## config.mk

```make
export PLATFORM = sky130hd
export DESIGN_NAME = mem_bus_bridge
export DESIGN_NICKNAME = d
export VERILOG_FILES = /design/src/rtl/mem_bus_bridge.sv
export SDC_FILE = /design/constraint.sdc
export NUM_CORES = 1
export LEC_CHECK = 0
export BUFFER_PORTS_ARGS = -buffer_cell sky130_fd_sc_hd__buf_2
export CORE_UTILIZATION = 50
export DETAILED_ROUTE_END_ITERATION = 8
export PLACE_DENSITY = 0.81
export SYNTH_ARGS = -nofsm -noshare
export SYNTH_HDL_FRONTEND = slang
export SYNTH_SLANG_ARGS = --single-unit
```

## constraint.sdc

```tcl
create_clock -name clk -period 4 [get_ports clk]
set_clock_uncertainty 0.2 [all_clocks]
set_input_delay 0.2 -clock clk [delete_from_list [all_inputs] [get_ports clk]]
set_output_delay 0.2 -clock clk [all_outputs]
set_load 0.01 [all_outputs]
```

## src/rtl/mem_bus_bridge.sv

```systemverilog
// Bridges split instruction/data ports onto one handshaked memory bus with timeout.
// Optional: define MEM_BUS_WBUF_EN for a one-entry posted write buffer (W_WAIT drain state).
module mem_bus_bridge #(
  parameter int AW      = 32,
  parameter int DW      = 32,
  parameter int TMO_CYC = 255,
  parameter int SW      = DW / 8
) (
  input  logic          clk,
  input  logic          rst,
  input  logic          if_ce_i,
  input  logic [AW-1:0] if_addr_i,
  output logic [DW-1:0] if_data_o,
  input  logic          d_ce_i,
  input  logic          d_we_i,
  input  logic [SW-1:0] d_sel_i,
  input  logic [AW-1:0] d_addr_i,
  input  logic [DW-1:0] d_wdata_i,
  output logic [DW-1:0] d_rdata_o,
  output logic          stallreq_if_o,
  output logic          stallreq_mem_o,
  output logic          bus_req_o,
  output logic          bus_we_o,
  output logic [AW-1:0] bus_addr_o,
  output logic [SW-1:0] bus_sel_o,
  output logic [DW-1:0] bus_wdata_o,
  input  logic          bus_ack_i,
  input  logic [DW-1:0] bus_rdata_i,
  output logic          bus_err_o,
  output logic [1:0]    dbg_state_o
);

  localparam int CW = (TMO_CYC > 1) ? $clog2(TMO_CYC) : 1;
  localparam int TMO_LAST = (TMO_CYC > 0) ? TMO_CYC - 1 : 0;
  localparam logic [CW-1:0] TMO_LAST_C = CW'(TMO_LAST);
  localparam logic TMO_ON = (TMO_CYC > 0);

  // Handshake: bus_req_o rises on entry to a wait state and holds addr/we/sel/wdata
  // stable until the one-cycle bus_ack_i (or a timeout) ends the transfer.
  typedef enum logic [1:0] {
    IDLE   = 2'd0,
    D_WAIT = 2'd1,
    I_WAIT = 2'd2
`ifdef MEM_BUS_WBUF_EN
    , W_WAIT = 2'd3
`endif
  } state_t;

  state_t        r_state, w_next;
  logic          r_if_done, r_d_done, r_bus_err, r_bus_req, r_bus_we;
  logic [CW-1:0] r_tmo_cnt;
  logic [AW-1:0] r_bus_addr;
  logic [SW-1:0] r_bus_sel;
  logic [DW-1:0] r_bus_wdata, r_if_data, r_d_rdata;
  logic          w_stall_if, w_stall_mem, w_release, w_d_go, w_i_go;
  logic          w_ack, w_tmo, w_fin;
  logic [DW-1:0] w_rdata;

`ifdef MEM_BUS_WBUF_EN
  logic          r_wb_full;
  logic [AW-1:0] r_wb_addr;
  logic [SW-1:0] r_wb_sel;
  logic [DW-1:0] r_wb_data;
  logic          w_wb_accept;

  assign w_wb_accept = d_ce_i & ~r_d_done & d_we_i & ~r_wb_full;
  assign w_stall_mem = d_ce_i & ~r_d_done & ~(d_we_i & ~r_wb_full);
  assign w_d_go      = d_ce_i & ~r_d_done & ~d_we_i;
`else
  assign w_stall_mem = d_ce_i & ~r_d_done;
  assign w_d_go      = d_ce_i & ~r_d_done;
`endif

  assign w_stall_if = if_ce_i & ~r_if_done;
  assign w_i_go     = w_stall_if;
  assign w_release  = ~w_stall_if & ~w_stall_mem;

  // A late ack wins over a timeout landing in the same cycle.
  assign w_ack   = bus_ack_i & (r_state != IDLE);
  assign w_tmo   = TMO_ON & (r_state != IDLE) & ~bus_ack_i & (r_tmo_cnt == TMO_LAST_C);
  assign w_fin   = w_ack | w_tmo;
  assign w_rdata = bus_ack_i ? bus_rdata_i : '0;

  always_comb begin
    w_next = r_state;
    case (r_state)
      IDLE: begin
`ifdef MEM_BUS_WBUF_EN
        if (r_wb_full)   w_next = W_WAIT;
        else
`endif
        if (w_d_go)      w_next = D_WAIT;
        else if (w_i_go) w_next = I_WAIT;
      end
      default: if (w_fin) w_next = IDLE;
    endcase
  end

  always_ff @(posedge clk or negedge rst) begin
    if (!rst) r_state <= IDLE;
    else      r_state <= w_next;
  end

  always_ff @(posedge clk or negedge rst) begin
    if (!rst) begin
      r_bus_req   <= 1'b0;
      r_bus_we    <= 1'b0;
      r_bus_addr  <= '0;
      r_bus_sel   <= '0;
      r_bus_wdata <= '0;
      r_tmo_cnt   <= '0;
      r_bus_err   <= 1'b0;
    end else begin
      r_bus_req <= (w_next != IDLE);
      r_tmo_cnt <= ((r_state == IDLE) || w_fin) ? '0 : r_tmo_cnt + CW'(1);
      if (w_tmo) r_bus_err <= 1'b1;
      if (r_state == IDLE) begin
        case (w_next)
          D_WAIT: begin
            r_bus_addr  <= d_addr_i;
            r_bus_we    <= d_we_i;
            r_bus_sel   <= d_sel_i;
            r_bus_wdata <= d_wdata_i;
          end
          I_WAIT: begin
            r_bus_addr  <= if_addr_i;
            r_bus_we    <= 1'b0;
            r_bus_sel   <= '1;
            r_bus_wdata <= '0;
          end
`ifdef MEM_BUS_WBUF_EN
          W_WAIT: begin
            r_bus_addr  <= r_wb_addr;
            r_bus_we    <= 1'b1;
            r_bus_sel   <= r_wb_sel;
            r_bus_wdata <= r_wb_data;
          end
`endif
          default: ;
        endcase
      end
    end
  end

  // Done flags only clear in the release cycle, so a finished channel is never
  // re-issued while the other one still stalls the pipeline.
  always_ff @(posedge clk or negedge rst) begin
    if (!rst) begin
      r_if_done <= 1'b0;
      r_d_done  <= 1'b0;
      r_if_data <= '0;
      r_d_rdata <= '0;
    end else if (w_release) begin
      r_if_done <= 1'b0;
      r_d_done  <= 1'b0;
    end else begin
      if (w_fin && (r_state == I_WAIT) && if_ce_i) begin
        r_if_done <= 1'b1;
        r_if_data <= w_rdata;
      end
      if (w_fin && (r_state == D_WAIT) && d_ce_i) begin
        r_d_done  <= 1'b1;
        r_d_rdata <= r_bus_we ? '0 : w_rdata;
      end
`ifdef MEM_BUS_WBUF_EN
      if (w_wb_accept) r_d_done <= 1'b1;
`endif
    end
  end

`ifdef MEM_BUS_WBUF_EN
  always_ff @(posedge clk or negedge rst) begin
    if (!rst) begin
      r_wb_full <= 1'b0;
      r_wb_addr <= '0;
      r_wb_sel  <= '0;
      r_wb_data <= '0;
    end else if (w_wb_accept) begin
      r_wb_full <= 1'b1;
      r_wb_addr <= d_addr_i;
      r_wb_sel  <= d_sel_i;
      r_wb_data <= d_wdata_i;
    end else if (w_fin && (r_state == W_WAIT)) begin
      r_wb_full <= 1'b0;
    end
  end
`endif

  assign if_data_o      = r_if_data;
  assign d_rdata_o      = r_d_rdata;
  assign stallreq_if_o  = w_stall_if;
  assign stallreq_mem_o = w_stall_mem;
  assign bus_req_o      = r_bus_req;
  assign bus_we_o       = r_bus_we;
  assign bus_addr_o     = r_bus_addr;
  assign bus_sel_o      = r_bus_sel;
  assign bus_wdata_o    = r_bus_wdata;
  assign bus_err_o      = r_bus_err;
  assign dbg_state_o    = r_state;

endmodule

```

### Yosys cells after proc, flatten, opt, wreduce, memory -nomap -nowiden

Index checks and enable logic that the tools add are counted.

| operators by class | value |
|---|---|
| bitwise logic cells | 13 |
| equal/unequal tests | 5 |
| muxes and demuxes | 15 |
| add/subtract/negate cells | 1 |
| reductions and logical operators | 14 |

Operator list:

| cell | number |
|---|---|
| case mux 32 bit (2 select lines) | 2 |
| 2-to-1 mux 32 bit | 2 |
| nonzero test 2 bit | 5 |
| adder 8 x 1 -> 8 bit, second input constant | 1 |
| equality test 8 bit, second input constant | 1 |
| 2-to-1 mux 2 bit | 4 |
| 2-to-1 mux 8 bit | 1 |
| case mux 4 bit (2 select lines) | 1 |
| AND 1 bit | 6 |
| inverter 1 bit | 6 |
| AND reduction 2 bit | 3 |
| equality test 2 x 1 -> 1 bit, second input constant | 2 |
| equality test 2 bit, second input constant | 2 |
| logical AND 1 bit | 4 |
| 2-to-1 mux 1 bit | 4 |
| logical NOT 2 bit | 1 |
| case mux 1 bit (2 select lines) | 1 |
| logical OR 1 bit | 1 |
| OR 1 bit | 1 |

| word-level totals | value |
|---|---|
| register bits | 147 |
| input port bits | 138 |
| word-level logic and storage cells | 60 |
| output and inout port bits | 139 |

### Logic depth before layout (Yosys ltp)

| logic depth | value |
|---|---|
| depth after elaboration | 9 |
| mapped depth | 12 |
| depth with buffers taken out | 9 |

### Worst setup path before layout

Ideal clock, no wire load.

| path | value |
|---|---|
| path kind | register to register |
| start | register r_tmo_cnt[0] |
| end | register r_bus_wdata[12], in the netlist bus_wdata_o[12] |
| data required time | 3.668 ns |
| arrival | 2.423 ns |
| setup time | 0.132 ns |
| slack | 1.245 ns |
| buffers on the path | 3 |
| period minus slack after synthesis | 2.755 ns |
| stages on the path, launching flop included | 13 |
| cell sequence | dfrtp_1 -> inv_1 -> ha_1 -> and3_1 -> a21oi_1 -> a22oi_1 -> ha_1 -> or3b_4 -> buf_6 -> buf_6 -> buf_6 -> nand2_1 -> o21ai_1 |

| between the ends | value |
|---|---|
| word-level cells in the longest chain between the ends | 8 |
| elaborated cells between the ends (all ways) | 10 |
| those cells by class | eq/ne (3); mux (3); bitwise (2); reduce/logical (2) |

RTL lines:

| element | RTL line | RTL |
|---|---|---|
| start, declared | 51 | `logic [CW-1:0] r_tmo_cnt;` |
| start signal, assigned | 115 | `r_tmo_cnt <= ((r_state == IDLE) \|\| w_fin) ? '0 : r_tmo_cnt + CW'(1);` |
| equality test 8 bit (*) | 80 | `assign w_tmo = TMO_ON & (r_state != IDLE) & ~bus_ack_i & (r_tmo_cnt == TMO_LAST_C);` |
| AND 1 bit (*) | 80 |  |
| OR 1 bit (*) | 81 | `assign w_fin = w_ack \| w_tmo;` |
| 2-to-1 mux 2 bit (*) | 95 | `default: if (w_fin) w_next = IDLE;` |
| 2-to-1 mux 2 bit (*) | 86 | `case (r_state)` |
| equality test 2 bit or equality test 2 x 1 -> 1 bit (tied branches) | 118 | `case (w_next)` |
| nonzero test 2 bit (no source line) | n/a |  |
| AND reduction 2 bit (no source line) | n/a |  |
| end signal, assigned | 123 | `r_bus_wdata <= d_wdata_i;` |
| end, declared | 54 | `logic [DW-1:0] r_bus_wdata, r_if_data, r_d_rdata;` |

Mark *: on every way between the ends. The rest lies on a longest branch, timed or not.
A chain may end at the register's enable or synchronous reset.

### Worst setup path in the final report

| path | value |
|---|---|
| start | register r_tmo_cnt[0] |
| end | register r_bus_addr[9], in the netlist bus_addr_o[9] |

| between the ends | value |
|---|---|
| word-level cells in the longest chain between the ends | 8 |
| elaborated cells between the ends (all ways) | 10 |
| those cells by class | eq/ne (3); mux (3); bitwise (2); reduce/logical (2) |

RTL lines:

| element | RTL line | RTL |
|---|---|---|
| equality test 8 bit (*) | 80 |  |
| AND 1 bit (*) | 80 |  |
| OR 1 bit (*) | 81 |  |
| 2-to-1 mux 2 bit (*) | 95 |  |
| 2-to-1 mux 2 bit (*) | 86 |  |
| net w_next[1] | 49 | `state_t r_state, w_next;` |
| equality test 2 bit or equality test 2 x 1 -> 1 bit (tied branches) | 118 |  |
| nonzero test 2 bit (no source line) | n/a |  |
| AND reduction 2 bit (no source line) | n/a |  |
| end signal, assigned | 120 | `r_bus_addr <= d_addr_i;` |
| end signal, assigned | 126 | `r_bus_addr <= if_addr_i;` |
| end, declared | 52 | `logic [AW-1:0] r_bus_addr;` |

The timed path passes the listed nets; every way through them passes the cells marked *.

==> flow_summary.toml <==
[final_layout]
layout_commonest_cell = "buf_2"
area_growth_pct = 48.0
multi_input_area_sq_mm = 0.00298
layout.area.seq_sq_mm = 0.00368
final_core_util = 0.765
num-nets-final = 1266
drive_gt1_frac = 0.296
fin_area_sq_mm = 0.0107
layout_common_cells = "buf_2 (275), dfrtp_1 (147), dlygate4sd3_1 (135), nand2_1 (106), inv_1 (67)"
fill_cells = 832

[synthesis]
synth_area_leaders = "dfrtp_1 (51%), o2111ai_1 (7.7%), o211ai_1 (6.6%)"
synth-seq-area-share = 0.507
synthFlopType = "dfrtp_1"
synth_fp_nets = 889
synth_area_leader_cell = "dfrtp_1"
avgSynthCellArea_sq_um = 9.71
synth_top_area_frac = 0.507
yosys_warnings = 0
synth-edff-count = 0
async_flop_share = 1.00
synth_cell_types = 43
synth_cells = 747
ys_seq_elements = 147
synth_area_sq_mm = 0.00726

[place]
post-dp-hpwl_mm = 14.6
gp_congestion = 0.803
place_area_sq_mm = 0.00872
io_buffer_count = 276

[critical_path]
endpoint_kind = "flip-flop"
cp.arrival_ps = 3850
crit_fanout = 28
required_ps = 4070
cp-start-kind = "flip-flop"
critical_path_class = "reg2reg"

[die]
ios = 277
fp-row-count = 43
dieArea_sq_mm = 0.0150
fp.dieH_um = 122
die_x_um = 122
initial_core_util = 0.517
core_sq_mm = 0.0140

[sta]
fin_setup_tns_ps = 0
rsz0062_at_grt = "false"
finalCritPeriodShare = 0.944
fmax_mhz = 265
fin_crit_ps = 3780
relSlewSlack = 0.287
worst_pin_slew_ps = 1060
setup_violations = 0
slew_viol_final = 0
finalHoldViolCount = 0

[routing]
first_pass_iters = 5
drc = 0
wl_per_cell_um = 21.4
drt_wl_total_mm = 28.3
drt_iter0_drc = 909
viasPerCell = 6.08
vias = 8059
ant_nets = 0

[cts]
cts-root-buf = "clkbuf_16"
cts_tree = "built"
cts_resized = 0
insertion_delay_ps = 420
postCtsSetupBuffers = 0
htreeDepth = 4
clock_sinks = 147
cts_made_buffers = 17
clockBufferDepth = 2
clkSlewWorstSetupHoldPaths_ps = 60
postCtsHoldBufs = 135

[grt]
busiest_layer = "met2"
grt_pass1_vias = 7767
grt_first_pass_wirelength_mm = 42.4
grt_max_degree = 103
globalRouteMet3Util = 0.109
antenna_found_initial = 7
overflow = 0
met1_usage = 0.450
track_usage = 0.375
grt_util_met2 = 0.612

[power_and_ir_drop]
worst_ir_drop_vdd_mv = 0.461
p_per_area_mw_per_mm2 = 692
leakage_nw = 5.13

[hold_path]
holdCritPathClass = "in2reg"

[outcome]
status = "complete, no violations"

[flow_run]
drv_cap = 0
-- cell usage after synthesis (11+ instances only) --
| cell type | n |
|---|---|
| o2111ai_1 | 64 |
| mux2i_1 | 32 |
| o21ai_1 | 20 |
| o211ai_1 | 64 |
| nand2_1 | 106 |
| nor2_1 | 11 |
| clkbuf_1 | 42 |
| buf_2 | 27 |
| nand2b_1 | 34 |
| o21ai_0 | 52 |
| dfrtp_1 | 147 |
| inv_1 | 68 |
| o221ai_1 | 32 |
-- final cells by class --
type | instances | share of cell area
Sequential cell | 147 | 0.343
Multi-Input combinational cell | 455 | 0.278
Timing Repair Buffer | 432 | 0.272
Clock buffer | 23 | 0.0464
Inverter | 71 | 0.0248
Tap cell | 180 | 0.0210
Clock inverter | 9 | 0.0139
Antenna cell | 8 | 0.00186
-- report_power, final --
| part | internal [mW] | switching, mW | total (mW) |
|---|---|---|---|
| clock network | 1.13 | 0.639 | 1.77 |
| logic | 1.23 | 1.91 | 3.13 |
| registers | 2.07 | 0.462 | 2.53 |
-- per-layer routing --
metal  vias to the layer above  routed length [um]
li1                       3470                   -
met5                         -                   0
met2                       614               13700
met3                       121                2900
met4                         0                1550
met1                      3854               10200
-- path summary, 6_finish.rpt --
check	slack, ps	start	cells past startpoint	end
worst max register to register	220	r_tmo_cnt[0]	10	bus_addr_o[9]
worst max-delay path	220	r_tmo_cnt[0]	10	bus_addr_o[9]
min in group asynchronous	200	rst	2	d_rdata_o[30]
worst min-delay path	40	d_ce_i	3	r_if_done
max in group asynchronous	2410	rst	3	bus_wdata_o[24]
worst min register to register	260	bus_err_o	1	bus_err_o
-- per-stage QoR --
step / hold WS [ps] / instances / worst slack (ps) / power, mW
after floorplan: -296 / 747 / 1250 / 4.13
after global placement: 89.5 / 1150 / 641 / 5.05
after detailed placement: 90.4 / 1150 / 494 / 5.16
after CTS: 9.09 / 1317 / 354 / 7.11
after global routing: 49.0 / 1324 / 20.9 / 7.78
final: 40.6 / 1325 / 222 / 7.43
-- registers in the layout (all words and copies together), names as in the netlist --
| name | flops |
|---|---|
| if_data_o | 32 |
| bus_err_o | 1 |
| d_rdata_o | 32 |
| dbg_state_o | 2 |
| bus_wdata_o | 32 |
| r_d_done | 1 |
| bus_sel_o | 4 |
| r_tmo_cnt | 8 |
| bus_we_o | 1 |
| r_if_done | 1 |
| bus_req_o | 1 |
| bus_addr_o | 32 |
-- cells by family (layout without fill, tap and decap cells) --
family / count (synthesis) / after routing / share of synthesized area
compound gates: 250 / 250 / 0.251
simple gates: 167 / 167 / 0.105
flops: 147 / 147 / 0.507
buf+inv: 145 / 535 / 0.0838
mux: 32 / 32 / 0.0441
fa+ha+maj: 4 / 4 / 0.00690
xor+xnor: 2 / 2 / 0.00241
other cells: 0 / 8 / 0
-- worst max-delay path, stage by stage (launching register included) --
cell,delay [ps]
dfrtp_1,430
inv_1,70
ha_1,240
and3_1,170
a21oi_1,370
a32o_1,230
ha_2,720
buf_4,290
mux2i_1,240
dlygate4sd3_1,570
o21ai_0,100
Note: power is estimated with default switching activity, not from simulation.
